File: src/rtl/mul_seq_ctrl.sv
// rtl/mul_seq_ctrl.sv - streaming sequencer around the 8-bit shift-add multiplier
// Queues operand pairs, runs one multiply at a time, presents products on valid/ready.
module mul_seq_ctrl #(
    parameter int WIDTH   = 8,
    parameter int DEPTH   = 4,
    parameter int MUL_LAT = 9
) (
    input  logic               clk,
    input  logic               rst_n,
    input  logic               in_valid,
    output logic               in_ready,
    input  logic [WIDTH-1:0]   in_a,
    input  logic [WIDTH-1:0]   in_b,
    output logic               mul_load,
    output logic [WIDTH-1:0]   mul_a,
    output logic [WIDTH-1:0]   mul_b,
    input  logic [2*WIDTH-1:0] mul_result,
    output logic               out_valid,
    input  logic               out_ready,
    output logic [2*WIDTH-1:0] out_data,
    output logic               busy
);

    localparam int AW = (DEPTH > 1) ? $clog2(DEPTH) : 1;
    localparam int CW = $clog2(DEPTH + 1);
    localparam int NW = $clog2(MUL_LAT + 1);

    typedef enum logic [1:0] {
        S_IDLE,
        S_LOAD,
        S_RUN,
        S_CAPTURE
    } state_t;

    state_t             state_q, state_d;
    logic [NW-1:0]      cnt_q, cnt_d;
    logic               mul_load_q, mul_load_d;
    logic [WIDTH-1:0]   mul_a_q, mul_a_d;
    logic [WIDTH-1:0]   mul_b_q, mul_b_d;
    logic               out_valid_q, out_valid_d;
    logic [2*WIDTH-1:0] out_data_q, out_data_d;

    logic [2*WIDTH-1:0] mem_q [DEPTH];
    logic [AW-1:0]      wr_ptr_q, wr_ptr_d;
    logic [AW-1:0]      rd_ptr_q, rd_ptr_d;
    logic [CW-1:0]      count_q, count_d;

    logic               push;
    logic               pop;
    logic [2*WIDTH-1:0] head;

    assign in_ready = (count_q != CW'(DEPTH));
    assign push     = in_valid && in_ready;
    assign head     = mem_q[rd_ptr_q];

    // Entry format is {a, b}; storage needs no reset since count gates every read.
    always_ff @(posedge clk) begin
        if (push) begin
            mem_q[wr_ptr_q] <= {in_a, in_b};
        end
    end

    always_comb begin
        state_d     = state_q;
        cnt_d       = cnt_q;
        mul_load_d  = mul_load_q;
        mul_a_d     = mul_a_q;
        mul_b_d     = mul_b_q;
        out_valid_d = out_valid_q;
        out_data_d  = out_data_q;
        pop         = 1'b0;

        if (out_valid_q && out_ready) begin
            out_valid_d = 1'b0;
        end

        unique case (state_q)
            S_IDLE: begin
                if ((count_q != '0) && (!out_valid_q || out_ready)) begin
                    pop     = 1'b1;
                    mul_a_d = head[2*WIDTH-1:WIDTH];
                    mul_b_d = head[WIDTH-1:0];
                    state_d = S_LOAD;
                end
            end
            S_LOAD: begin
                mul_load_d = 1'b1;
                cnt_d      = '0;
                state_d    = S_RUN;
            end
            S_RUN: begin
                cnt_d = cnt_q + NW'(1);
                if (cnt_q == NW'(MUL_LAT - 1)) begin
                    state_d = S_CAPTURE;
                end
            end
            S_CAPTURE: begin
                out_data_d  = mul_result;
                out_valid_d = 1'b1;
                mul_load_d  = 1'b0;
                state_d     = S_IDLE;
            end
            default: state_d = S_IDLE;
        endcase
    end

    always_comb begin
        wr_ptr_d = push ? wr_ptr_q + AW'(1) : wr_ptr_q;
        rd_ptr_d = pop  ? rd_ptr_q + AW'(1) : rd_ptr_q;
        count_d  = count_q;
        unique case ({push, pop})
            2'b10:   count_d = count_q + CW'(1);
            2'b01:   count_d = count_q - CW'(1);
            default: count_d = count_q;
        endcase
    end

    always_ff @(posedge clk or negedge rst_n) begin
        if (!rst_n) begin
            state_q     <= S_IDLE;
            cnt_q       <= '0;
            mul_load_q  <= 1'b0;
            mul_a_q     <= '0;
            mul_b_q     <= '0;
            out_valid_q <= 1'b0;
            out_data_q  <= '0;
            wr_ptr_q    <= '0;
            rd_ptr_q    <= '0;
            count_q     <= '0;
        end else begin
            state_q     <= state_d;
            cnt_q       <= cnt_d;
            mul_load_q  <= mul_load_d;
            mul_a_q     <= mul_a_d;
            mul_b_q     <= mul_b_d;
            out_valid_q <= out_valid_d;
            out_data_q  <= out_data_d;
            wr_ptr_q    <= wr_ptr_d;
            rd_ptr_q    <= rd_ptr_d;
            count_q     <= count_d;
        end
    end

    assign mul_load  = mul_load_q;
    assign mul_a     = mul_a_q;
    assign mul_b     = mul_b_q;
    assign out_valid = out_valid_q;
    assign out_data  = out_data_q;
    assign busy      = (state_q != S_IDLE) || (count_q != '0);

endmodule

File: config.mk
export PLATFORM = sky130hd
export DESIGN_NAME = mul_seq_ctrl
export DESIGN_NICKNAME = d
export VERILOG_FILES = /design/src/rtl/mul_seq_ctrl.sv
export SDC_FILE = /design/constraint.sdc
export NUM_CORES = 1
export LEC_CHECK = 0
export BUFFER_PORTS_ARGS = -buffer_cell sky130_fd_sc_hd__buf_2
export CAP_MARGIN = 40
export CORE_MARGIN = 5
export CORE_UTILIZATION = 49
export CTS_CLUSTER_DIAMETER = 60
export DETAILED_ROUTE_END_ITERATION = 16
export PLACE_DENSITY = 0.71
export SYNTH_ARGS = -nofsm -noshare
export SYNTH_HDL_FRONTEND = slang
export SYNTH_SLANG_ARGS = --single-unit
File: constraint.sdc
create_clock -name clk -period 5.4 [get_ports clk]
set_input_delay 0.27 -clock clk [delete_from_list [all_inputs] [get_ports clk]]
set_output_delay 0.27 -clock clk [all_outputs]
set_load 0.01 [all_outputs]
==> reports/results.txt <==
Outcome: complete, no violations
Worst path bufs/invs: 2
Area grow syn2layout: 16.73%
Core Area: 8806 sq um
Arrival @ worst endpoint: 2.50 ns
CP delay by family, top: simple AND/OR/NAND/NOR gates
Die Height: 105.5 um
Count of cells resized by post-cts repair: 0
Crit path kind: flip-flop to flip-flop
DIE AREA: 11140 sq um
Setup TNS: 0 ns
Final instance area: 5221 sq um
Hold crit path type: input pin to flip-flop
RR Startpoint: count_q[1]
Post-synthesis cell count: 238
Drt drc: 0
Rows: 34
Crit path required time: 5.69 ns
Total Power: 2.917 mW
DRT antenna net count: 0
Post-layout nets: 368
CTS Buf Count: 9
GPL Wtd Cong: 0.7172
Max incr delay on CP: 0.45 ns
Met1 Use GR: 18.42%
Chip width: 105.5 um
Filler cells: 667
Crit path time final: 2.213 ns
Commonest register cell after synthesis: edfxtp_1
FF-to-FF path depth: 9
Worst min-delay path endpoint: mem_q[2][8]
Reg2reg setup slack: 3.19 ns
CP startpoint kind: flip-flop
Placed inst area: 5012 sq um
GR Overflow Total: 0
Initial Util: 50.80%
Clock Latency Late Sink: 0.36 ns
Dpl cells: 415
Worst path slowest cell: or3b_4
Clk_skew: 0.008610 ns
Num Clock Sinks: 111
Async SR Flop Fraction: 42.34%
Max_cap viols: 0
Routed vias: 2281
Ant diodes: 0
Number of flops mapped to enable cells by yosys: 64
Busiest layer in global routing: met2
Yosys cell types: 35
Pre-antenna DRT Iters: 4
Hold path startpoint: in_a[0]
Final setup vio count: 0
Post-Synth Adder-Cell Area: 3.804%
Vias in the first global route: 2351
Crit-path max FO: 6
Fmax: 0.4519 GHz
Mux cell area share after synthesis: 18.27%
Avg Synthesized Cell Area: 18.79 sq um
Nature of the critical path endpoint: flip-flop
Share of cells above drive strength 1: 42.59%
Seq cells post-synth: 111
Yosys warns: 0
Routed vias/inst: 5.280
Reg-to-reg critical path endpoint: count_q[2]
Unrepaired setup endpoints after global routing: false
P_leak: 2.133 nW
Worst path cell trace: or3b_4 -> and2_4 -> inv_1 -> ha_1 -> inv_1 -> fa_1 -> xor2_1 -> nor2_1 -> xor2_1
Final-report hold violation count: 0
Max Root-Sink Buffers: 2
DRT iter0 DRCs: 94
Synth Net Count: 287
Simple-gate share of the synthesized area: 3.441%
PwrDens: 558.6 nW/um^2
First-pass GRT wire length: 12360 um
Initial antenna violation count: 0
Synth Cell Area: 4473 sq um
Synth Area in Compound Gates: 1.287%
Grt met2 use: 24.09%
Largest family of logic cells by synthesized area: multiplexers
GRT Overall Usage: 14.35%
Slew @ Worst Pin: 0.7767 ns
Final worst-path cycle share: 40.98%
XOR/XNOR share of the synthesized area: 1.175%
Clock Tree Root: clkbuf_8
CTS tree: done
Global-route track usage on met3: 3.973%
CTS H-tree lvls: 3
Pin count of the biggest net entering global routing: 37
Pins Over Slew Limit: 0
Worst-path clk slew: 0.10 ns
Final WL: 7619 um
Rel. slew slack: 48.22%
Maximum VDD drop: 0.0003117 V
Seq/Total Area, Yosys: 69.26%
I/O pin total: 72
I/O Buffers: 71
Finished Layout Cells: 432
Avg WL per Cell: 17.64 um
HPWL after DPL: 5305 um
Worst hold path depth: 1
worst register-to-register path: stages, from the launching register on:
cell	delay (ns)
dfrtp_1	0.44
or3b_4	0.45
and2_4	0.19
inv_1	0.05
ha_1	0.18
inv_1	0.06
fa_1	0.37
xor2_1	0.15
nor2_1	0.11
xor2_1	0.15
metrics by stage:
step | hold slack (ns) | setup slack (ns) | utilization [%]
after floorplan | -0.02559 | 3.134 | -
after global placement | 0.4809 | 3.273 | 55.70
after detailed placement | 0.1818 | 3.202 | 56.92
after CTS | 0.09850 | 3.179 | 59.29
after global routing | 0.09315 | 3.047 | 59.29
final | 0.1139 | 3.187 | 59.29
sequential cells by signal, summed over array words and instances, names as in the netlist:
signal,flops
cnt_q,4
count_q,3
mem_q,64
mul_a,8
mul_b,8
mul_load,1
out_data,16
out_valid,1
rd_ptr_q,2
state_q,2
wr_ptr_q,2
synth_stat cells (2+ instances only):
cell type | number | area [sq um]
mux4_2 | 8 | 180.2
and3_1 | 4 | 25.02
dfrtp_1 | 47 | 1176
xor2_1 | 4 | 35.03
buf_6 | 2 | 22.52
nand3_1 | 3 | 15.01
mux2_2 | 25 | 281.5
clkbuf_1 | 3 | 11.26
mux2_4 | 9 | 135.1
nor2_1 | 4 | 15.01
nand2_1 | 2 | 7.510
nor2b_1 | 2 | 12.51
edfxtp_1 | 64 | 1922
o21ai_0 | 5 | 25.02
nand3b_1 | 2 | 15.01
buf_2 | 2 | 10.01
mux4_1 | 8 | 210.2
inv_1 | 14 | 52.55
xnor2_1 | 2 | 17.52
nand2b_1 | 2 | 12.51
ha_1 | 12 | 150.1
cells by family after synthesis:
group                    Yosys count
AO/OA/AOI/OAI                      9
buffers and inverters             23
multiplexers                      51
AND/OR/NAND/NOR                   25
XOR/XNOR                           6
adder cells (fa/ha/maj)           13
flip-flops                       111
placed cells by master (no fill, tap or decap), types with 2 or more instances in the layout:
cell type	Yosys	layout
mux4_2	8	8
xor2_1	4	4
nor2b_1	2	2
clkinvlp_4	0	2
edfxtp_1	64	64
nand2_1	2	2
ha_1	12	12
xnor2_1	2	2
nand2b_1	2	2
buf_8	0	4
mux2_2	25	25
buf_2	2	71
nand3_1	3	3
o21ai_0	5	5
nand3b_1	2	2
mux2_4	9	9
and3_1	4	4
dfrtp_1	47	47
inv_1	14	14
mux4_1	8	8
clkbuf_1	3	2
nor2_1	4	4
clkbuf_8	0	9
inv_8	0	2
area by class of cell:
class | instances | area (sq um) | area share [%]
Tap cell | 108 | 135.1 | 2.588
Inverter | 14 | 52.55 | 1.006
Timing Repair Buffer | 79 | 480.5 | 9.202
Sequential cell | 111 | 3098 | 59.33
Clock buffer | 11 | 131.4 | 2.516
Multi-Input combinational cell | 104 | 1256 | 24.06
Clock inverter | 5 | 67.56 | 1.294
per-layer routing:
layer / part of all wire [%] / vias to the layer above / wire length, um
met2: 50 / 70 / 3788
met3: 6.1 / 9 / 466
met4: 0.89 / 0 / 68
met5: 0 / - / 0
met1: 43 / 1146 / 3297
li1: - / 1056 / -
power breakdown:
group          total (mW)  internal (mW)  switching (mW)
sequential           1.34           1.18           0.160
clock               0.495          0.222           0.274
combinational        1.08          0.587           0.490
how the worst max path moves through the flow:
| stage | startpoint | to | slack [ns] | cells past startpoint |
|---|---|---|---|---|
| floorplan | state_q[0] | count_q[2] | 3.13 | 11 |
| global placement | count_q[1] | count_q[2] | 3.27 | 9 |
| detailed placement | count_q[1] | count_q[2] | 3.20 | 9 |
| CTS | count_q[1] | count_q[2] | 3.18 | 9 |
| global route | count_q[1] | count_q[2] | 3.05 | 9 |
| finish | count_q[1] | count_q[2] | 3.19 | 9 |
timing repair:
action	CTS	global route
setup buffers	0	0
hold buffers	1	0
endpoints found under the hold margin	11	0
No activity file was read; power rests on OpenSTA's default activity.
